### config.mk
export PLATFORM = sky130hd
export DESIGN_NAME = regfile_wb_arbiter
export DESIGN_NICKNAME = d
export VERILOG_FILES = /design/src/rtl/regfile_wb_arbiter.sv
export SDC_FILE = /design/constraint.sdc
export NUM_CORES = 1
export LEC_CHECK = 0
export CELL_PAD_IN_SITES_DETAIL_PLACEMENT = 1
export CELL_PAD_IN_SITES_GLOBAL_PLACEMENT = 2
export CORE_MARGIN = 2
export CORE_UTILIZATION = 25
export CTS_BUF_LIST = sky130_fd_sc_hd__clkbuf_4
export DETAILED_ROUTE_END_ITERATION = 16
export PLACE_DENSITY_LB_ADDON = 0.1
export SLEW_MARGIN = 40
export SYNTH_ARGS = -nofsm -noshare
export SYNTH_HDL_FRONTEND = slang
export SYNTH_SLANG_ARGS = --single-unit
### constraint.sdc
create_clock -name clk -period 3.02 [get_ports clk]
set_input_delay 0.302 -clock clk [delete_from_list [all_inputs] [get_ports clk]]
set_output_delay 0.302 -clock clk [all_outputs]
set_load 0.05 [all_outputs]
### src/rtl/regfile_wb_arbiter.sv
`default_nettype none
// +--------------------------------------------------------------------------+
// | regfile_wb_arbiter                                                       |
// | Two-requester writeback arbiter for the register file write port, with   |
// | pending-write scoreboard and saturating committed-write counter.         |
// | Rev 1.0                                                                  |
// +--------------------------------------------------------------------------+
module regfile_wb_arbiter #(
  parameter int DATA_WIDTH = 32,
  parameter int ADDR_WIDTH = 5,
  parameter int FIXED_PRIO = 0,
  parameter int CNT_WIDTH  = 16
) (
  input  logic                     clk,
  input  logic                     rst,
  input  logic                     req0_valid,
  output logic                     req0_ready,
  input  logic [ADDR_WIDTH-1:0]    req0_rd,
  input  logic [DATA_WIDTH-1:0]    req0_data,
  input  logic                     req1_valid,
  output logic                     req1_ready,
  input  logic [ADDR_WIDTH-1:0]    req1_rd,
  input  logic [DATA_WIDTH-1:0]    req1_data,
  input  logic                     issue_valid,
  input  logic [ADDR_WIDTH-1:0]    issue_rd,
  output logic [ADDR_WIDTH-1:0]    A3,
  output logic [DATA_WIDTH-1:0]    WD3,
  output logic                     WE3,
  output logic                     grant_id,
  output logic [2**ADDR_WIDTH-1:0] busy,
  output logic [CNT_WIDTH-1:0]     wr_count
);

  localparam int                   c_NREG    = 2**ADDR_WIDTH;
  localparam logic [CNT_WIDTH-1:0] c_CNT_MAX = '1;
  localparam logic [CNT_WIDTH-1:0] c_CNT_ONE = CNT_WIDTH'(1);

  // r_rr_ptr = 1 means req1 has priority at the next contention
  logic                  r_rr_ptr;
  logic                  w_contend;
  logic                  w_grant0;
  logic                  w_grant1;
  logic                  w_xfer;
  logic [ADDR_WIDTH-1:0] w_rd;
  logic [DATA_WIDTH-1:0] w_data;
  logic [c_NREG-1:0]     w_busy_nxt;

  // Each grant is derived from the valids and pointer only, never from the other ready
  always_comb begin
    w_contend = req0_valid && req1_valid;
    w_grant0  = !rst && req0_valid && (!req1_valid || (FIXED_PRIO != 0) || !r_rr_ptr);
    w_grant1  = !rst && req1_valid && (!req0_valid || ((FIXED_PRIO == 0) && r_rr_ptr));
    w_xfer    = w_grant0 || w_grant1;
    w_rd      = w_grant1 ? req1_rd   : req0_rd;
    w_data    = w_grant1 ? req1_data : req0_data;
  end

  assign req0_ready = w_grant0;
  assign req1_ready = w_grant1;

  // A newly issued producer wins over a same-cycle retiring write
  always_comb begin
    w_busy_nxt = busy;
    if (WE3) begin
      w_busy_nxt[A3] = 1'b0;
    end
    if (issue_valid && (issue_rd != '0)) begin
      w_busy_nxt[issue_rd] = 1'b1;
    end
    w_busy_nxt[0] = 1'b0;
  end

  always_ff @(posedge clk) begin
    if (rst) begin
      r_rr_ptr <= 1'b0;
      A3       <= '0;
      WD3      <= '0;
      WE3      <= 1'b0;
      grant_id <= 1'b0;
      busy     <= '0;
      wr_count <= '0;
    end else begin
      if (w_contend) begin
        r_rr_ptr <= w_grant0;
      end
      if (w_xfer) begin
        A3       <= w_rd;
        WD3      <= w_data;
        grant_id <= w_grant1;
        WE3      <= (w_rd != '0);
      end else begin
        WE3      <= 1'b0;
      end
      busy <= w_busy_nxt;
      if (WE3 && (wr_count != c_CNT_MAX)) begin
        wr_count <= wr_count + c_CNT_ONE;
      end
    end
  end

endmodule
`default_nettype wire

==> results_tabular.tex <==
\begin{tabular}{lr}
\hline
Metric & Value \\
\hline
\multicolumn{2}{l}{\textbf{Synthesis}} \\
Top-area cell type share of the netlist area & 0.4502 \\
Post-synthesis cell count & 476 \\
Post-synthesis area per instance & 8.128 um\^{}2 \\
Yosys reg bits & 87 \\
Share of synthesized flip-flops with an asynchronous set or reset & 0 \\
EDFF count, synth & 0 \\
Unique masters post-synth & 52 \\
Share of the yosys chip area belonging to registers & 0.4502 \\
Synthesized netlist net count & 561 \\
Post-synthesis instance area & 0.003869 mm\^{}2 \\
Cell types with the largest area share after synthesis & sky130\_fd\_sc\_hd\_\_dfxtp\_1 (45\%), sky130\_fd\_sc\_hd\_\_nand2\_1 (10\%), sky130\_fd\_sc\_hd\_\_a311oi\_1 (5.9\%) \\
Synth area leader & sky130\_fd\_sc\_hd\_\_dfxtp\_1 \\
Yosys warning total & 0 \\
Main flop type after synthesis & sky130\_fd\_sc\_hd\_\_dfxtp\_1 \\
\multicolumn{2}{l}{\textbf{Power and ir drop}} \\
Switching power summed over all nets & 811.0 uW \\
Pwr Density & 418.1 mW/mm\^{}2 \\
Total power & 2.442 mW \\
Comb pwr share & 0.247 \\
Switching part of the total & 0.3320 \\
Int Power & 1.631 mW \\
Sequential cell fraction of total power & 0.511 \\
Leakage component of the power & 2.069 nW \\
IR drop worst, VDD & 0.1397 mV \\
Relative contribution of the clock network to total power & 0.242 \\
\multicolumn{2}{l}{\textbf{STA}} \\
Post-Route Skew & 0.01103 ns \\
Setup repair after global routing missed its margin & false \\
Time the final worst path needs with I/O delays and setup & 2.315 ns \\
Fmax & 432.0 MHz \\
Max-Slew Margin vs Limit & 0.5651 \\
Slew Viols, Final & 0 \\
Period utilization & 0.7665 \\
Slew at the pin closest to its max-slew limit & 0.6499 ns \\
Final number of hold-violating endpoints & 0 \\
Setup Viol. Count Final & 0 \\
Total Neg Setup Slack & 0 ns \\
\multicolumn{2}{l}{\textbf{Drt}} \\
Remaining antenna violation count after routing & 0 \\
1st-iter DRT viols & 226 \\
Per-cell routed wire length & 16.94 um \\
Via Count & 4141 \\
Pre-Repair DR Iteration Count & 4 \\
Post-route DRC & 0 \\
Vias per Instance & 5.001 \\
Routed Wire Length & 14030 um \\
\multicolumn{2}{l}{\textbf{Placement}} \\
Routability Congestion & 0.7604 \\
Post-DP HPWL & 10130 um \\
Count of input and output buffers & 171 \\
\multicolumn{2}{l}{\textbf{Layout}} \\
Net total in the final layout & 719 \\
Area growth from synthesis to layout & 51.00\% \\
Total area of multi-input combinational cells & 0.001984 mm\^{}2 \\
Fraction of final layout cells sized beyond drive strength 1 & 0.05956 \\
Filler cells & 1796 \\
Sequential cell area & 0.001742 mm\^{}2 \\
\multicolumn{2}{l}{\textbf{Clock tree}} \\
Number of hold buffers added after cts & 0 \\
Post-CTS Repair Setup Buffers & 0 \\
Latest clock arrival within the worst-skew pair & 0.46 ns \\
Clk buf depth & 2 \\
TritonCTS clock tree & built \\
H-tree depth & 3 \\
Quantity of gates resized following cts & 0 \\
Number of buffers created by CTS & 9 \\
Clock Tree Root & sky130\_fd\_sc\_hd\_\_clkbuf\_4 \\
Clock-pin transition on the worst setup and hold timing paths & 0.14 ns \\
Clock sinks & 87 \\
\multicolumn{2}{l}{\textbf{Critical path}} \\
Worst Path Required & 2.72 ns \\
Buf/Inv on CP & 1 \\
Data arrival time of the critical path & 2.01 ns \\
Element type at the critical path end & primary output \\
Crit path largest cell delay & 0.90 ns \\
Cells traversed along the worst timing path & clkdlybuf4s50\_1 \\
Family with the most delay on the worst path & buffers and inverters \\
Critical-path maximum fanout & 13 \\
Type of origin of the critical path & flip-flop \\
Slowest stage cell on the critical path & sky130\_fd\_sc\_hd\_\_clkdlybuf4s50\_1 \\
Start-to-end type of the worst setup path & flip-flop to primary output \\
\multicolumn{2}{l}{\textbf{Floorplan}} \\
Total core area & 0.01515 mm\^{}2 \\
IO Pins & 173 \\
Core Rows & 45 \\
Initial standard-cell utilization of the core & 0.2554 \\
Vertical die dimension & 128.4 um \\
Die width & 128.4 um \\
Total die area & 0.01649 mm\^{}2 \\
\multicolumn{2}{l}{\textbf{Outcome}} \\
Status & completed \\
\multicolumn{2}{l}{\textbf{Global routing}} \\
Global-route wire length before repair & 22380 um \\
Largest net degree at the start of global routing & 53 \\
Met2 routing resource usage after global routing & 0.2722 \\
Vias in the first global route & 4310 \\
Aggregate global routing overflow & 0 \\
Met1 usage in global routing & 0.2149 \\
Number of antenna violations at the first check in global routing & 1 \\
Overall fraction of global-route tracks in use & 0.1737 \\
Most heavily used metal layer in global routing & met2 \\
Global-route track usage on met3 & 0.06445 \\
\multicolumn{2}{l}{\textbf{Worst hold path}} \\
Worst min path class & input port to flip-flop \\
\multicolumn{2}{l}{\textbf{Run}} \\
Max Cap Violations & 0 \\
\hline
\end{tabular}
[area by class of cell]
type,count,area share
Multi-Input combinational cell,355,0.3397
Clock inverter,3,0.001928
Timing Repair Buffer,177,0.3011
Inverter,4,0.002570
Sequential cell,87,0.2981
Clock buffer,12,0.01542
Tap cell,188,0.04027
Antenna cell,2,0.0008567
[cells by family after synthesis]
family | Yosys count | synth area share
fa+ha+maj | 1 | 0.003234
flops | 87 | 0.4502
mux | 11 | 0.03040
other cells | 1 | 0.0009693
buf+inv | 34 | 0.03687
xor+xnor | 1 | 0.002264
simple gates | 214 | 0.2714
compound gates | 127 | 0.2047
[stage by stage]
stage	hold slack [ns]	instance area, um^2	utilization	cells	setup slack, ns
floorplan	0.4010	3869	-	476	0.8840
global placement	0.4555	5736	0.3787	811	0.8871
detailed placement	0.4611	5736	0.3787	811	0.7831
CTS	0.2733	5837	0.3854	826	0.6432
global route	0.2983	5842	0.3857	828	0.6077
finish	0.3002	5842	0.3857	828	0.7053
[routing by layer]
metal,vias to the layer above,routed length (um),share of wire
li1,2012,-,-
met4,0,323,0.023
met2,134,6194,0.44
met1,1976,6218,0.44
met3,19,1291,0.092
met5,-,0,0
[power groups by stage]
stage / registers (mW) / logic, mW / clock network [mW]
6_report: 1.25 / 0.603 / 0.591
5_1_grt: 1.26 / 0.647 / 0.666
4_1_cts: 1.25 / 0.611 / 0.630
3_5_place_dp: 1.27 / 0.610 / 0
3_3_place_gp: 1.27 / 0.602 / 0
2_1_floorplan: 1.43 / 0.167 / 0
[placed cells by master, fill, tap and decap left out, drive strengths merged, types with 6 or more instances in the layout]
cell type	instances
clkdlybuf4s50	168
nand2	106
dfxtp	87
o21ai	44
nor2	41
a21oi	39
a311oi	26
nand3	16
clkbuf	12
buf	9
mux2i	8
nor4	7
nor3	6
[sequential cells by signal, indices dropped and copies added (netlist names)]
signal / flops
WD3: 32
busy: 31
wr_count: 16
A3: 5
WE3: 1
grant_id: 1
r_rr_ptr: 1
[cell usage after synthesis (4+ instances only)]
master and instances:
sky130_fd_sc_hd__nand2_1 106, sky130_fd_sc_hd__dfxtp_1 87, sky130_fd_sc_hd__o21ai_0 44, sky130_fd_sc_hd__nor2_1 41
sky130_fd_sc_hd__a21oi_1 39, sky130_fd_sc_hd__a311oi_1 26, sky130_fd_sc_hd__clkbuf_1 15, sky130_fd_sc_hd__nand3_1 13
sky130_fd_sc_hd__buf_2 9, sky130_fd_sc_hd__mux2i_1 8, sky130_fd_sc_hd__nor3_1 6, sky130_fd_sc_hd__buf_1 5
sky130_fd_sc_hd__nand3b_1 5, sky130_fd_sc_hd__nor2b_1 5, sky130_fd_sc_hd__nor3b_1 5, sky130_fd_sc_hd__a22oi_1 4
sky130_fd_sc_hd__and3_1 4, sky130_fd_sc_hd__or3_1 4
[worst paths after layout]
kind | slack (ns) | end | startpoint | depth (start not counted)
setup / recovery | 0.71 | WE3 | WE3 | 1
hold / removal | 0.30 | r_rr_ptr | rst | 2
setup reg to reg | 1.00 | wr_count[0] | wr_count[0] | 5
hold reg to reg | 0.48 | WD3[6] | WD3[6] | 2
No activity file was read; power rests on OpenSTA's default activity.
